--- config.mk ---
export PLATFORM = sky130hd
export DESIGN_NAME = vx_tag_flush_seq
export DESIGN_NICKNAME = d
export VERILOG_FILES = /design/src/rtl/vx_tag_flush_seq.sv
export SDC_FILE = /design/constraint.sdc
export NUM_CORES = 1
export LEC_CHECK = 0
export BUFFER_PORTS_ARGS = -buffer_cell sky130_fd_sc_hd__buf_2
export CORE_AREA = 4 4 67 69
export CTS_CLUSTER_SIZE = 10
export DETAILED_ROUTE_END_ITERATION = 8
export DIE_AREA = 0 0 71 73
export GPL_TIMING_DRIVEN = 0
export PLACE_DENSITY = 0.72
export SYNTH_ARGS = -nofsm -noshare
export SYNTH_HDL_FRONTEND = slang
export SYNTH_SLANG_ARGS = --single-unit
export TNS_END_PERCENT = 1
--- constraint.sdc ---
create_clock -name clk -period 1.9 [get_ports clk]
set_clock_uncertainty 0.2 [all_clocks]
set_input_delay 0.19 -clock clk [delete_from_list [all_inputs] [get_ports clk]]
set_output_delay 0.19 -clock clk [all_outputs]
set_load 0.1 [all_outputs]
--- src/rtl/vx_tag_flush_seq.sv ---
// vx_tag_flush_seq: write-side sequencer for a cache bank's tag store.
// After reset, and whenever a flush is requested, it walks every line index
// and issues one invalidate write per cycle. Between sweeps it forwards fill
// requests from the memory-response path as registered fill writes, and it
// holds fills off while a sweep is running.
module vx_tag_flush_seq #(
   parameter int LINES_PER_BANK  = 64,
   parameter int LINE_ADDR_WIDTH = 26
) (
   input  logic                       clk,
   input  logic                       reset,
   input  logic                       flush_req,
   input  logic                       fill_valid,
   input  logic [LINE_ADDR_WIDTH-1:0] fill_addr,
   output logic                       fill_ready,
   output logic                       tag_fill,
   output logic                       tag_flush,
   output logic [LINE_ADDR_WIDTH-1:0] tag_addr,
   output logic                       busy,
   output logic                       flush_done
);

   localparam int LINE_SELECT_BITS = $clog2(LINES_PER_BANK);

   // Index of the final line in a sweep; the counter wraps to zero after it
   // because the line count is a power of two.
   localparam logic [LINE_SELECT_BITS-1:0] CNT_LAST = LINE_SELECT_BITS'(LINES_PER_BANK - 1);
   localparam logic [LINE_SELECT_BITS-1:0] CNT_ONE  = LINE_SELECT_BITS'(1);

   typedef enum logic [0:0] {
      ST_FLUSH = 1'b0,
      ST_IDLE  = 1'b1
   } state_t;

   state_t                      state_r;
   logic [LINE_SELECT_BITS-1:0] cnt_r;
   logic                        pending_r;
   logic                        fill_accept_s;
   logic                        cnt_last_s;

   // Status decoded straight from the state register, so neither fill_valid
   // nor flush_req can reach fill_ready or busy combinationally.
   assign fill_ready    = (state_r == ST_IDLE);
   assign busy          = (state_r == ST_FLUSH);
   assign fill_accept_s = fill_valid & fill_ready;
   assign cnt_last_s    = (cnt_r == CNT_LAST);

   // Sweep/fill sequencer: state, sweep counter, pending flag and the
   // registered tag-store write strobes.
   always_ff @(posedge clk or negedge reset) begin
      if (!reset) begin
         state_r    <= ST_FLUSH;
         cnt_r      <= '0;
         pending_r  <= 1'b0;
         tag_fill   <= 1'b0;
         tag_flush  <= 1'b0;
         tag_addr   <= '0;
         flush_done <= 1'b0;
      end else begin
         case (state_r)
            ST_FLUSH: begin
               tag_fill  <= 1'b0;
               tag_flush <= 1'b1;
               tag_addr  <= LINE_ADDR_WIDTH'(cnt_r);
               cnt_r     <= cnt_r + CNT_ONE;
               if (cnt_last_s) begin
                  flush_done <= 1'b1;
                  pending_r  <= 1'b0;
                  // A request arriving on the final index folds into the
                  // same follow-on sweep as one already pending.
                  if (pending_r || flush_req) begin
                     state_r <= ST_FLUSH;
                  end else begin
                     state_r <= ST_IDLE;
                  end
               end else begin
                  flush_done <= 1'b0;
                  state_r    <= ST_FLUSH;
                  if (flush_req) begin
                     pending_r <= 1'b1;
                  end else begin
                     pending_r <= pending_r;
                  end
               end
            end
            ST_IDLE: begin
               tag_flush  <= 1'b0;
               flush_done <= 1'b0;
               cnt_r      <= '0;
               pending_r  <= 1'b0;
               // A fill accepted alongside a flush request still lands first;
               // the sweep's index 0 write follows on the next edge.
               if (fill_accept_s) begin
                  tag_fill <= 1'b1;
                  tag_addr <= fill_addr;
               end else begin
                  tag_fill <= 1'b0;
                  tag_addr <= tag_addr;
               end
               if (flush_req) begin
                  state_r <= ST_FLUSH;
               end else begin
                  state_r <= ST_IDLE;
               end
            end
            default: begin
               state_r    <= ST_FLUSH;
               cnt_r      <= '0;
               pending_r  <= 1'b0;
               tag_fill   <= 1'b0;
               tag_flush  <= 1'b0;
               tag_addr   <= '0;
               flush_done <= 1'b0;
            end
         endcase
      end
   end

endmodule

==> results.yml <==
status:
  status: "finished with violations"
  violations: "hold timing"
grt:
  grt_util_all_layers_pct: 15.06
  grt_pass1_vias: 1345
  antenna_found_initial: 0
  grt_max_degree: 38
  grt_remaining_overflow: 0
  grt_pass1_wl_um: 6092
placement:
  gp_congestion: 0.7198
  post-place-ws_ns: 0.1110
  portBuffers: 59
  hpwlAfterDp_um: 2404
synthesis:
  synth-xor-area-share_pct: 1.753
  ys_types: 23
  muxShareOfSynthArea_pct: 17.36
  ys_warn_count: 0
  syn_area_um2: 1499
  yosysSeqAreaShare_pct: 61.77
  yosys.area_share.simple_pct: 11.77
  synth_compound_area_share_pct: 2.922
  ys_ff_latch: 37
  synthAdderAreaFrac_pct: 0.8347
  synth_top_cell_by_area: "dfrtp_1"
  syn_area_per_cell_um2: 12.09
  yosys-top-cells-area: "dfrtp_1 62%, mux2i_1 17%, nor2_1 7.5%, a21oi_1 1.7%, buf_6 1.5%"
  yosysTopAreaCellShare_pct: 61.77
  syn-num-nets: 155
  synth_top_family_by_area: "multiplexers"
  syn_inst: 124
hold_path:
  hp-class: "input pin to register"
sta:
  slew_viol_final: 0
  worst_slack_ns: 0.1147
  slew_headroom_pct: 46.82
  min_period_ns: 1.785
  rsz0062_at_grt: "false"
  hold_slack_ns: -0.006467
  tns_ns: 0
  worst_pin_slew_ns: 0.7977
  setup_violations: 0
  period_share_pct: 93.96
  fmax_ghz: 0.5601
  hold_viol: 1
final_layout:
  antennaDiodeCount: 0
  syn_to_final_growth_pct: 45.24
  fin_nets: 243
  layout-drive-gt1-share_pct: 35.85
clock_network:
  cts_tree: "built"
  clock_sinks: 37
  clock_path_buffers: 2
  path_clk_slew_ns: 0.07
  numCtsBuffers: 5
  cts.htree.levels: 2
  cts-root-buf: "clkbuf_8"
  insertion_delay_ns: 0.28
die:
  dieArea_um2: 5183
  row_count: 23
  ios: 61
  coreArea_um2: 3914
  initial_utilization_pct: 38.30
  die_h_um: 73
  die_width_um: 71
power:
  power_density_nw_per_um2: 1068
  ir_drop_v: 0.001243
  p_leak_nw: 1.160
worst_setup_path:
  worstPathRequired_ns: 1.51
  crit_type: "register to primary output"
  cp_slowest_cell: "dfrtp_2"
  critPathMaxStageDelay_ns: 0.40
  crit_chain: "buf_2 -> inv_2 -> buf_4 -> buf_8"
  worstSetupStartpointType: "register"
  worst_setup_path_end_kind: "primary output"
  crit_fanout: 11
  arrival_ns: 1.40
detailed_routing:
  routed_wl_um: 3564
  num_vias: 1200
  drt_first_pass_iters: 4
  ant_nets: 0
  drt_iter0_markers: 47
  drc_errors: 0
  avgRoutedWirePerCell_um: 13.60
  vias_per_cell: 4.580
run:
  cap_violations: 0
## placed cells by master, fill, tap and decap left out, drive strengths merged
| cell | count |
|---|---|
| inv | 1 |
| xnor2 | 1 |
| dfrtp | 37 |
| nor2b | 1 |
| clkbuf | 7 |
| nor2 | 30 |
| and3 | 1 |
| o22ai | 1 |
| o21bai | 1 |
| nor4 | 1 |
| buf | 66 |
| and2 | 1 |
| o21ai | 1 |
| mux2i | 26 |
| a21oi | 5 |
| nand2 | 3 |
| dlygate4sd3 | 22 |
| nand3 | 2 |
| xor2 | 2 |
| ha | 1 |
| or2 | 2 |
## layout make-up
type                    count  area [um2]
plain buffers               7       52.55
fillers                   339        1737
multi-input cells          79       519.2
well taps                  50       62.56
repair buffers             81       525.5
flip-flops and latches     37       927.1
clock buffers               7       86.33
inverters                   1       3.754
## cell usage after synthesis, drive strengths merged
cell type	count
buf	7
nand3	2
o22ai	1
xnor2	1
a21oi	5
or2	2
and2	1
xor2	2
o21ai	1
dfrtp	37
inv	1
nor4	1
nor2	30
nand2	3
nor2b	1
mux2i	26
and3	1
o21bai	1
ha	1
## flip-flops by register name, indices dropped and copies added (netlist names)
signal / cells
tag_addr: 26
cnt_r: 6
fill_ready: 1
flush_done: 1
pending_r: 1
tag_fill: 1
tag_flush: 1
## path summary, 6_finish.rpt
kind / start / to / slack, ns / cells after the start
worst max-delay path: fill_ready / busy / 0.11 / 4
worst min register to register: cnt_r[0] / cnt_r[0] / 0.27 / 1
max in group asynchronous: reset / fill_ready / 0.61 / 2
worst min-delay path: fill_addr[9] / tag_addr[9] / -0.006 / 3
worst max register to register: cnt_r[0] / pending_r / 0.47 / 4
min in group asynchronous: reset / tag_addr[22] / 0.34 / 2
## metal layers
| metal | up-vias | routed length, um | GRT usage (%) | part of all wire (%) |
|---|---|---|---|---|
| met3 | 4 | 205 | 4.132 | 5.8 |
| met5 | - | 0 | 0 | 0 |
| met1 | 567 | 1538 | 17.42 | 43 |
| met2 | 41 | 1799 | 26.88 | 50 |
| li1 | 588 | - | - | - |
| met4 | 0 | 21 | 5.219 | 0.59 |
## power by group
group          switching (W)  internal (W)  total (W)
Combinational       0.000595      0.000204   0.000799
Clock               0.000240      0.000287   0.000528
Sequential         0.0000925      0.000905   0.000998
Total               0.000928       0.00140    0.00232
## cell families after synthesis
family                     count (synthesis)
and+or+nand+nor                           41
adders and majority gates                  1
DFF                                       37
buffers and inverters                      8
AOI/OAI and AO/OA                          8
muxes                                     26
xor gates and xnor gates                   3
## metrics by stage
| stage | std cells | total power [W] | util (%) | cell area, um2 | hold WS [ns] |
|---|---|---|---|---|---|
| finish | 262 | 0.002325 | 55.63 | 2177 | -0.006467 |
| global route | 262 | 0.002459 | 55.63 | 2177 | 0.004294 |
| CTS | 262 | 0.002361 | 55.63 | 2177 | 0.007178 |
| detailed placement | 233 | 0.001779 | 47.54 | 1861 | 0.1334 |
| global placement | 233 | 0.001767 | 47.54 | 1861 | 0.1264 |
| floorplan | 124 | 0.001619 | - | 1503 | -0.3056 |
## worst max-delay path, delay by kind of cell, from the launching register on
| kind | cells | cell delay [ns] |
|---|---|---|
| buf+inv | 4 | 0.71 |
| flops | 1 | 0.40 |
## repair_timing
action | 4_1_cts | 5_1_grt
endpoints found under the setup margin | 1 | 1
gates resized for setup | 3 | 1
buffers inserted | 0 | 0
hold buffers | 22 | 0
endpoints found under the hold margin | 58 | 0
pin swaps | 0 | 0
(Power assumes the default switching activity.)
